`config.mk`:
```
export PLATFORM = sky130hd
export DESIGN_NAME = line_word_streamer_flat
export DESIGN_NICKNAME = d
export VERILOG_FILES = /design/src/rtl/line_word_streamer_pkg.sv /design/src/rtl/line_word_streamer_if.sv /design/src/rtl/line_word_streamer_mux.sv /design/src/rtl/line_word_streamer.sv /design/src/flat_wrapper.sv
export SDC_FILE = /design/constraint.sdc
export NUM_CORES = 1
export LEC_CHECK = 0
export BUFFER_PORTS_ARGS = -buffer_cell sky130_fd_sc_hd__buf_4
export CAP_MARGIN = 10
export CORE_MARGIN = 5
export CORE_UTILIZATION = 45
export DETAILED_ROUTE_END_ITERATION = 6
export PLACE_DENSITY = 0.66
export SLEW_MARGIN = 0
export SYNTH_ARGS = -nofsm -noshare
export SYNTH_HDL_FRONTEND = slang
export SYNTH_HIERARCHICAL = 1
export SYNTH_SLANG_ARGS = --single-unit
```
`constraint.sdc`:
```
create_clock -name clk -period 3 [get_ports clk]
set_input_delay 0.6 -clock clk [delete_from_list [all_inputs] [get_ports clk]]
set_output_delay 0.6 -clock clk [all_outputs]
set_load 0.02 [all_outputs]
```
`src/rtl/line_word_streamer_pkg.sv`:
```
// Shared types and sizes for the line-to-word streamer.
package line_word_streamer_pkg;

    localparam int unsigned WORD_W     = 32;
    localparam int unsigned LINE_WORDS = 16;
    localparam int unsigned IDX_W      = $clog2(LINE_WORDS);
    localparam int unsigned PTR_W      = IDX_W + 1;

    typedef logic [WORD_W-1:0]        word_t;
    typedef word_t [LINE_WORDS-1:0]   line_t;
    typedef logic [IDX_W-1:0]         idx_t;
    typedef logic [PTR_W-1:0]         ptr_t;

    typedef enum logic {
        S_IDLE,
        S_STREAM
    } stream_state_t;

endpackage

```
`src/rtl/line_word_streamer_if.sv`:
```
// Load-side and word-side handshake bundle of the line streamer.
interface line_word_streamer_if;
    import line_word_streamer_pkg::*;

    logic  load_valid;
    logic  load_ready;
    line_t load_data;
    logic  pair_en;
    logic  out_valid;
    logic  out_valid2;
    logic  out_ready;
    word_t out_data;
    word_t out_data2;
    idx_t  out_index;
    idx_t  out_index2;
    logic  out_last;

    modport slave (
        input  load_valid, load_data, pair_en, out_ready,
        output load_ready, out_valid, out_valid2, out_data, out_data2,
               out_index, out_index2, out_last
    );

    modport master (
        output load_valid, load_data, pair_en, out_ready,
        input  load_ready, out_valid, out_valid2, out_data, out_data2,
               out_index, out_index2, out_last
    );

endinterface

```
`src/rtl/line_word_streamer_mux.sv`:
```
// Combinational word selector: picks one word out of a packed line.
module line_word_streamer_mux
    import line_word_streamer_pkg::*;
(
    input  line_t line,
    input  idx_t  index,
    output word_t word
);

    assign word = line[index];

endmodule

```
`src/rtl/line_word_streamer.sv`:
```
// Captures a full line while idle, then streams it out one or two words per beat.
module line_word_streamer
    import line_word_streamer_pkg::*;
(
    input  logic                 clk,
    input  logic                 rst,
    line_word_streamer_if.slave  bus
);

    stream_state_t state;
    ptr_t          ptr;
    line_t         line_buf;

    idx_t  idx0;
    idx_t  idx1;
    word_t word0;
    word_t word1;
    logic  streaming;
    logic  second_ok;
    ptr_t  step;
    logic  last;
    logic  fire;

    assign streaming = (state == S_STREAM);
    assign idx0      = ptr[IDX_W-1:0];
    assign idx1      = idx0 + IDX_W'(1);

    // A second word exists only while at least two words remain.
    assign second_ok = bus.pair_en && (ptr <= PTR_W'(LINE_WORDS - 2));
    assign step      = PTR_W'(1) + PTR_W'(streaming && second_ok);
    assign last      = streaming && ((ptr + step) == PTR_W'(LINE_WORDS));
    assign fire      = streaming && bus.out_ready;

    line_word_streamer_mux u_mux0 (
        .line  (line_buf),
        .index (idx0),
        .word  (word0)
    );

    line_word_streamer_mux u_mux1 (
        .line  (line_buf),
        .index (idx1),
        .word  (word1)
    );

    assign bus.load_ready = !streaming;
    assign bus.out_valid  = streaming;
    assign bus.out_valid2 = streaming && second_ok;
    assign bus.out_data   = word0;
    assign bus.out_data2  = word1;
    assign bus.out_index  = idx0;
    assign bus.out_index2 = idx1;
    assign bus.out_last   = last;

    always_ff @(posedge clk) begin
        if (rst) begin
            state    <= S_IDLE;
            ptr      <= '0;
            line_buf <= '0;
        end else begin
            case (state)
                S_IDLE: begin
                    if (bus.load_valid) begin
                        line_buf <= bus.load_data;
                        ptr      <= '0;
                        state    <= S_STREAM;
                    end
                end
                S_STREAM: begin
                    if (fire) begin
                        ptr <= ptr + step;
                        if (last) begin
                            state <= S_IDLE;
                        end
                    end
                end
                default: state <= S_IDLE;
            endcase
        end
    end

endmodule
```
`src/flat_wrapper.sv`:
```
// flat-port wrapper written by rule: the top's interface ports become plain ports
module line_word_streamer_flat import line_word_streamer_pkg::*;
  (clk, rst, bus_load_valid, bus_load_data, bus_pair_en, bus_out_ready, bus_load_ready, bus_out_valid, bus_out_valid2, bus_out_data, bus_out_data2, bus_out_index, bus_out_index2, bus_out_last);
  line_word_streamer_if bus_i ();
  input  logic clk;
  input  logic rst;
  input wire logic [$bits(bus_i.load_valid)-1:0] bus_load_valid;
  input wire logic [$bits(bus_i.load_data)-1:0] bus_load_data;
  input wire logic [$bits(bus_i.pair_en)-1:0] bus_pair_en;
  input wire logic [$bits(bus_i.out_ready)-1:0] bus_out_ready;
  output wire logic [$bits(bus_i.load_ready)-1:0] bus_load_ready;
  output wire logic [$bits(bus_i.out_valid)-1:0] bus_out_valid;
  output wire logic [$bits(bus_i.out_valid2)-1:0] bus_out_valid2;
  output wire logic [$bits(bus_i.out_data)-1:0] bus_out_data;
  output wire logic [$bits(bus_i.out_data2)-1:0] bus_out_data2;
  output wire logic [$bits(bus_i.out_index)-1:0] bus_out_index;
  output wire logic [$bits(bus_i.out_index2)-1:0] bus_out_index2;
  output wire logic [$bits(bus_i.out_last)-1:0] bus_out_last;
  assign bus_i.load_valid = bus_load_valid;
  assign bus_i.load_data = bus_load_data;
  assign bus_i.pair_en = bus_pair_en;
  assign bus_i.out_ready = bus_out_ready;
  assign bus_load_ready = bus_i.load_ready;
  assign bus_out_valid = bus_i.out_valid;
  assign bus_out_valid2 = bus_i.out_valid2;
  assign bus_out_data = bus_i.out_data;
  assign bus_out_data2 = bus_i.out_data2;
  assign bus_out_index = bus_i.out_index;
  assign bus_out_index2 = bus_i.out_index2;
  assign bus_out_last = bus_i.out_last;
  line_word_streamer u_core (.clk(clk), .rst(rst), .bus(bus_i));
endmodule
```
==> metrics.txt, run 1 <==
via/cell ratio=5.91; Fillers=4,757; min setup slack post-route=-0.340 ns; FF-to-FF End=u_core/bus.out_valid$_SDFF_PP0_; final hold violations=0; end point of the critical path=bus_out_data[11]; net count after synthesis=3,339; max capacitance violation total=0; mux cell area share after synthesis=22.4%; r2r startpoint=u_core/ptr[0]$_SDFFE_PP0P_; Required @ worst endpoint=2.40 ns; non-filler cells in the finished layout=4,178; final wirelength=103 mm; Syn Std Cell Area=25,700 sq um; worst-case register-to-register setup slack=0.76 ns; overall overflow remaining after global route=0; Pre-antenna DRT Iters=6; count of nets after finishing=3,887; placed instance count=3,989; post-placement worst setup slack=-0.0321 ns; sequential cell area fraction in the yosys report=40.3%; remaining max-slew budget at the tightest pin=45.4%; drt initial violations=2,799; top fanout value on the critical path=6; compound-gate portion of the synthesized area=14.0%; crit end category=output port; die footprint=62,000 sq um; largest net degree at the start of global routing=157; count of buffers from port buffering=592; synthesis warning total=6; Clk pin slew, worst setup/hold paths=0.07 ns; worst vdd rail ir drop=469 uV; clk root buf=sky130_fd_sc_hd__clkbuf_16; Core Util, Final=61.6%; r2r worst-path depth=11; clock buffer count from CTS=56; Slew Viols, Final=0; data arrival at the endpoint of the critical path=2.74 ns; post-synthesis simple-gate area fraction=16.5%; CORE AREA=56,500 sq um; remaining antenna violation count=0; Final Cycle Share=111%; vias in the first global route=24,300; status=finished with violations; wire length of the first global-routing pass=151 mm; slowest stage delay, CP=0.49 ns; Initial Utilization=45.5%; launch point of the critical path=u_core/ptr[0]$_SDFFE_PP0P_; hold crit path type=in -> reg; level count of the clock H-tree=2; maximum operating frequency=0.299 GHz; Avg Inst Size Synth=9.12 sq um; post-placement cell area=30,600 sq um; die height=249 um; last weighted congestion value of the routability-driven placer=0.955; buffers from clock root to sink, at most=3; Worst Max-Slew Pin Slew=0.817 ns; number of DRC violations after detailed routing=0; count of distinct cell types in the synthesized netlist=33; growth of design area from synthesis to finish=35.5%; combinational family with the most area after synthesis=multiplexers; Num Clock Sinks=518; chain of cells forming the critical path=buf_6 -> bufbuf_16 -> buf_4 -> mux4_2 -> a22oi_2 -> nand2_1 -> buf_6; kind of critical path=reg -> out; cell count after synthesis=2,818; floorplan die width=249 um; CP max-delay cell=sky130_fd_sc_hd__mux4_2; final design area excluding fillers=34,800 sq um; failing checks=setup timing; number of placement rows=87; Critical Path Start Type=register; final number of setup-violating endpoints=65; clock tree from TritonCTS=yes; share of final-layout standard cells stronger than drive strength 1=36.6%; count of state elements after synthesis=518; post-synthesis adder-cell area fraction=0.195%; Top Ports=593; sum of net half-perimeters after detailed placement=69.8 mm; total track usage=31.4%; most used cell, CP=sky130_fd_sc_hd__buf_6; clock latency of the later-clocked register in the worst-skew pair=0.61 ns; P per Cell Area=516 nW/um^2; setup repair after global routing missed its margin=yes; mean routed wirelength per cell=24.6 um; Leak Pwr=13.6 nW; initial antenna violation count=11; worst hold margin=0.231 ns; Vias=24,700; min Tclk post-route=3.34 ns; final setup skew=0.0233 ns; fraction of synthesized cell area in xor and xnor cells=0.170%
==> where the power goes <==
part	switching (W)	total, W	leakage (nW)	internal, W
Sequential	0.000329	0.00760	4.25	0.00727
Clock	0.00294	0.00720	0.956	0.00426
Combinational	0.00156	0.00316	8.37	0.00160
==> kinds of logic after synthesis <==
group	after synthesis
XOR/XNOR	5
AND/OR/NAND/NOR	1117
buffers and inverters	268
adder cells (fa/ha/maj)	4
AO/OA/AOI/OAI	650
multiplexers	256
flip-flops	518
==> layout make-up <==
cell class                      count  area (sq um)  area share [%]
Clock inverter                     26           285           0.819
Sequential cell                   518         10400            29.8
Inverter                            5          38.8           0.111
Tap cell                          756           946            2.72
Timing Repair Buffer              749          7050            20.2
Antenna cell                       10          25.0          0.0719
Multi-Input combinational cell   2034         14400            41.4
Timing Repair inverter              2          17.5          0.0503
Clock buffer                       78          1650            4.73
==> through the flow <==
stage | power [W] | TNS (ns)
3_5_place_dp | 0.0105 | -0.0321
2_1_floorplan | 0.00928 | 0
5_1_grt | 0.0186 | -18.66
4_1_cts | 0.0180 | -15.29
3_3_place_gp | 0.0104 | -0.0467
6_report | 0.0180 | -14.21
==> synth_stat cells, drive strengths merged <==
cell type / number / area, sq um
or2: 1 / 6.26
nor2b: 5 / 33.8
ha: 4 / 50.1
nor2: 7 / 26.3
o311ai: 1 / 8.76
o21ai: 1 / 5.00
inv: 5 / 18.8
a31oi: 1 / 6.26
nand4b: 3 / 26.3
and2: 2 / 12.5
nand3b: 1 / 7.51
or4: 1 / 7.51
a32oi: 1 / 8.76
a22oi: 128 / 961
dfxtp: 518 / 10400
mux4: 256 / 5770
xnor2: 2 / 17.5
nand2: 1092 / 4110
a21oi: 516 / 2580
nor3: 2 / 10.0
buf: 174 / 1280
xor2: 3 / 26.3
o21bai: 1 / 7.51
o21a: 1 / 7.51
clkbuf: 89 / 334
nand3: 3 / 15.0
==> critical path: cells and delay by family, from the launching register on <==
kind                   cells  cell delay, ns
buffers and inverters      4            0.76
muxes                      1            0.49
DFF                        1            0.43
AOI/OAI and AO/OA          1            0.30
and+or+nand+nor            1            0.14
==> layout by cell type (no fill, tap or decap), types with 2 or more instances in the layout <==
cell / instances
sky130_fd_sc_hd__nand2_1: 1073
sky130_fd_sc_hd__buf_4: 616
sky130_fd_sc_hd__a21oi_1: 516
sky130_fd_sc_hd__dfxtp_1: 515
sky130_fd_sc_hd__mux4_2: 256
sky130_fd_sc_hd__a22oi_2: 99
sky130_fd_sc_hd__clkbuf_16: 58
sky130_fd_sc_hd__buf_6: 54
sky130_fd_sc_hd__buf_12: 35
sky130_fd_sc_hd__buf_16: 30
sky130_fd_sc_hd__a22oi_1: 29
sky130_fd_sc_hd__clkbuf_8: 15
sky130_fd_sc_hd__clkinv_2: 12
sky130_fd_sc_hd__nand2_2: 11
sky130_fd_sc_hd__diode_2: 10
sky130_fd_sc_hd__buf_8: 8
sky130_fd_sc_hd__clkbuf_1: 7
sky130_fd_sc_hd__nand2_4: 7
sky130_fd_sc_hd__nor2b_4: 6
sky130_fd_sc_hd__bufinv_16: 5
sky130_fd_sc_hd__nor2_1: 5
sky130_fd_sc_hd__inv_6: 4
sky130_fd_sc_hd__bufbuf_16: 4
sky130_fd_sc_hd__clkinvlp_4: 3
sky130_fd_sc_hd__nor2_4: 3
sky130_fd_sc_hd__nand4b_1: 3
sky130_fd_sc_hd__nand3_1: 3
sky130_fd_sc_hd__clkinv_4: 2
sky130_fd_sc_hd__inv_8: 2
sky130_fd_sc_hd__inv_1: 2
sky130_fd_sc_hd__xnor2_2: 2
sky130_fd_sc_hd__xor2_1: 2
sky130_fd_sc_hd__ha_2: 2
sky130_fd_sc_hd__ha_4: 2
sky130_fd_sc_hd__dfxtp_4: 2
sky130_fd_sc_hd__and2_2: 2
==> registers in the layout, indices dropped and copies added, names as in the netlist <==
name                  count
u_core/bus.out_valid      1
u_core/line_buf         512
u_core/ptr                5
==> layer usage <==
layer | part of all wire, % | vias up | wire [um] | GRT usage [%]
li1 | - | 11000 | - | -
met1 | 40 | 12000 | 40900 | 43.4
met2 | 45 | 1447 | 46500 | 48.3
met3 | 11 | 231 | 11400 | 7.95
met4 | 3.9 | 0 | 4070 | 11.5
met5 | 0 | - | 0 | 0
==> how the worst min path moves through the flow <==
| stage | from | end | slack, ns | cells after the start |
|---|---|---|---|---|
| global placement | u_core/line_buf[483]$_SDFFE_PP0P_ | u_core/line_buf[483]$_SDFFE_PP0P_ | 0.45 | 2 |
| floorplan | u_core/line_buf[192]$_SDFFE_PP0P_ | u_core/line_buf[192]$_SDFFE_PP0P_ | 0.44 | 2 |
| finish | bus_load_data[350] | u_core/line_buf[350]$_SDFFE_PP0P_ | 0.23 | 3 |
| global route | bus_load_data[350] | u_core/line_buf[350]$_SDFFE_PP0P_ | 0.22 | 3 |
| CTS | bus_load_data[350] | u_core/line_buf[350]$_SDFFE_PP0P_ | 0.19 | 3 |
| detailed placement | u_core/line_buf[339]$_SDFFE_PP0P_ | u_core/line_buf[339]$_SDFFE_PP0P_ | 0.46 | 2 |
==> timing repair <==
item                       in CTS  in global routing
setup endpoints to repair      65                 65
gates resized for setup       208                 49
hold buffers                    0                  0
gates cloned                   29                  1
pin swaps                      69                 39
buffers inserted               40                 11
Note: power is estimated with default switching activity, not from simulation.
==> run 2, diff against run 1 <==
--- a/config.mk
+++ b/config.mk
@@ -8,9 +8,9 @@
 export BUFFER_PORTS_ARGS = -buffer_cell sky130_fd_sc_hd__buf_4
 export CAP_MARGIN = 10
 export CORE_MARGIN = 5
-export CORE_UTILIZATION = 45
+export CORE_UTILIZATION = 25
 export DETAILED_ROUTE_END_ITERATION = 6
-export PLACE_DENSITY = 0.66
+export PLACE_DENSITY = 0.4
 export SLEW_MARGIN = 0
 export SYNTH_ARGS = -nofsm -noshare
 export SYNTH_HDL_FRONTEND = slang
==> constraint.sdc (replaced) <==
create_clock -name clk -period 3.4 [get_ports clk]
set_input_delay 0.68 -clock clk [delete_from_list [all_inputs] [get_ports clk]]
set_output_delay 0.68 -clock clk [all_outputs]
set_load 0.02 [all_outputs]
==> run 2 against run 1 <==
- the flow still finishes with violations (setup timing)
- first-iteration DRC count is 37% lower
- clock power shrank 1%
- clock-buffer cell count is 31 higher
- sequential share of layout area down 0.75 points
- total power shrank 7.2%
- largest cell class unchanged
==> metrics.txt, run 2 (synthesis results as in run 1) <==
status=finished with violations; failing checks=setup timing; maximum operating frequency=0.290 GHz; count of buffers from port buffering=592 (unchanged); min setup slack post-route=-0.0470 ns (+0.293 ns); die height=331 um (+33%); Leak Pwr=13.8 nW (+1.4%); Hold Path Depth=3 (unchanged); clock tree from TritonCTS=yes; r2r worst-path depth=11 (unchanged); overall overflow remaining after global route=0 (unchanged); mean routed wirelength per cell=25.7 um (+4.4%); remaining antenna violation count=0 (unchanged); met2 demand-to-capacity share in global routing=31.6% (-17 points); Fillers=10,800 (+130%); Required @ worst endpoint=2.72 ns (+0.32 ns); commonest non-fill, non-tap cells in the layout=sky130_fd_sc_hd__nand2_1, sky130_fd_sc_hd__buf_4, sky130_fd_sc_hd__a21oi_1, sky130_fd_sc_hd__dfxtp_1, sky130_fd_sc_hd__mux4_2; number of placement rows=117 (+34%); P per Cell Area=467 nW/um^2 (-9.6%); floorplan die width=331 um (+33%); top register by number of flip-flops=u_core/line_buf; last weighted congestion value of the routability-driven placer=0.815 (-15%); final wirelength=124 mm (+20%); Vias=23,900 (-3.1%); clock latency of the later-clocked register in the worst-skew pair=0.63 ns (+0.02 ns); most used cell, CP=sky130_fd_sc_hd__nand4b_1; max capacitance violation total=0 (unchanged); met3 capacity usage during global routing=5.09% (-2.9 points); level count of the clock H-tree=3 (+1); initial antenna violation count=18 (+7); most frequent standard cell in the layout excluding fill and tap cells=sky130_fd_sc_hd__nand2_1; wire length of the first global-routing pass=171 mm (+13%); final setup skew=0.0147 ns (-0.00859 ns); sequential cell area in the final layout=10,400 sq um (about the same); buffers from clock root to sink, at most=3 (unchanged); total track usage=21.5% (-9.9 points); final total power=0.0167 W (-7.2%); logic depth of the worst setup path including buffers=12 (+5); setup repair after global routing missed its margin=yes; data arrival at the endpoint of the critical path=2.77 ns (+0.03 ns); min Tclk post-route=3.45 ns; chain of cells forming the critical path=inv_8 -> ha_4 -> nand4b_1 -> nand4b_1 -> ha_2 -> inv_2 -> ha_4 -> xnor2_2 -> nand4b_1 -> nor3_2 -> buf_4 -> buf_6; share of final-layout standard cells stronger than drive strength 1=35.7% (-0.89 points); Initial Utilization=25.2% (-20 points); family with the most delay on the worst path=simple AND/OR/NAND/NOR gates; largest net degree at the start of global routing=94 (-40%); CORE AREA=102,000 sq um (+80%); final number of setup-violating endpoints=4 (-94%); clock buffer count from CTS=68 (+21%); worst vdd rail ir drop=280 uV (-40%); Num Clock Sinks=518 (unchanged); slowest stage delay, CP=0.39 ns (-0.10 ns); hold-fix buffer count after cts=0 (unchanged); Final Cycle Share=101%; final hold violations=0 (unchanged); Clk pin slew, worst setup/hold paths=0.05 ns (-0.02 ns); drt initial violations=1,770 (-37%); via/cell ratio=4.97 (-16%); Most Crowded Layer GR=met1; sum of net half-perimeters after detailed placement=85.4 mm (+22%); hold crit path type=in -> reg; Buffers & Inverters on Critical Path=4 (unchanged); Worst Max-Slew Pin Slew=0.660 ns (-0.157 ns); CP max-delay cell=sky130_fd_sc_hd__dfxtp_4; Pre-antenna DRT Iters=5 (-1); Critical Path Start Type=register; post-placement worst setup slack=0.132 ns (+0.164 ns); clk root buf=sky130_fd_sc_hd__clkbuf_16; growth of design area from synthesis to finish=39.0%; combined area of the multi-input logic cells=14,200 sq um (-1.5%); vias in the first global route=23,400 (-3.6%); count of nets after finishing=3,915 (+0.72%); die footprint=109,000 sq um (+76%); flip-flop count of the largest register, all copies and words added=512 (unchanged); remaining max-slew budget at the tightest pin=56.0% (+11 points); global-route met1 utilization=32.2% (-11 points); top fanout value on the critical path=5 (-1); kind of critical path=reg -> out; crit end category=output port; number of DRC violations after detailed routing=0 (unchanged); Slew Viols, Final=0 (unchanged); Top Ports=593 (unchanged)
## run 2: metal layers
layer | wire length [um] | part of all wire [%]
met1 | 59500 | 48
met2 | 53600 | 43
met3 | 8910 | 7.2
met4 | 1910 | 1.5
met5 | 110 | 0.089
## run 2: per-stage QoR
step | TNS [ns] | std cells | utilization, % | cell area, sq um | hold slack [ns]
after CTS | -0.567 | 4783 | 34.4 | 35100 | 0.245
after floorplan | 0 | 2818 | - | 25700 | 0.443
after global routing | -1.63 | 4817 | 35.0 | 35700 | 0.271
final | -0.0677 | 4820 | 35.1 | 35700 | 0.294
after detailed placement | 0 | 4609 | 30.8 | 31400 | 0.457
after global placement | 0 | 4609 | 30.8 | 31400 | 0.452
## run 2: repair_timing
item	in CTS	in global routing
resized for setup	130	52
cloned	19	9
endpoints found under the setup margin	65	56
setup buffers	35	20
pin swaps	34	28
## run 2: final timing paths
check	start	to	slack (ns)
worst max register to register	u_core/ptr[0]$_SDFFE_PP0P_	u_core/bus.out_valid$_SDFF_PP0_	1.25
worst max-delay path	u_core/ptr[0]$_SDFFE_PP0P_	bus_out_last	-0.05
worst min register to register	u_core/line_buf[465]$_SDFFE_PP0P_	u_core/line_buf[465]$_SDFFE_PP0P_	0.46
worst min-delay path	bus_load_data[108]	u_core/line_buf[108]$_SDFFE_PP0P_	0.29
## run 2: layout make-up
cell class / instances / share of cell area (%)
Inverter: 5 / 0.119
Tap cell: 1368 / 4.79
Clock buffer: 109 / 5.83
Antenna cell: 8 / 0.0561
Multi-Input combinational cell: 2033 / 39.8
Clock inverter: 11 / 0.238
Sequential cell: 518 / 29.1
Timing Repair Buffer: 767 / 20.1
Timing Repair inverter: 1 / 0.0245
## run 2: report_power, final
part	leakage (nW)	internal (W)	total [W]	switching [W]
Combinational	8.46	0.00140	0.00283	0.00143
Clock	1.06	0.00425	0.00713	0.00288
Sequential	4.25	0.00642	0.00671	0.000289
Total	13.8	0.0121	0.0167	0.00460
## run 2: worst reg2reg max path: stages, from the launching register on
cell	delay, ns
sky130_fd_sc_hd__dfxtp_4	0.39
sky130_fd_sc_hd__inv_8	0.05
sky130_fd_sc_hd__buf_16	0.14
sky130_fd_sc_hd__buf_12	0.15
sky130_fd_sc_hd__buf_4	0.14
sky130_fd_sc_hd__ha_2	0.19
sky130_fd_sc_hd__inv_2	0.06
sky130_fd_sc_hd__ha_4	0.14
sky130_fd_sc_hd__nand3_1	0.11
sky130_fd_sc_hd__xor2_1	0.18
sky130_fd_sc_hd__or2_2	0.32
sky130_fd_sc_hd__o21a_1	0.18
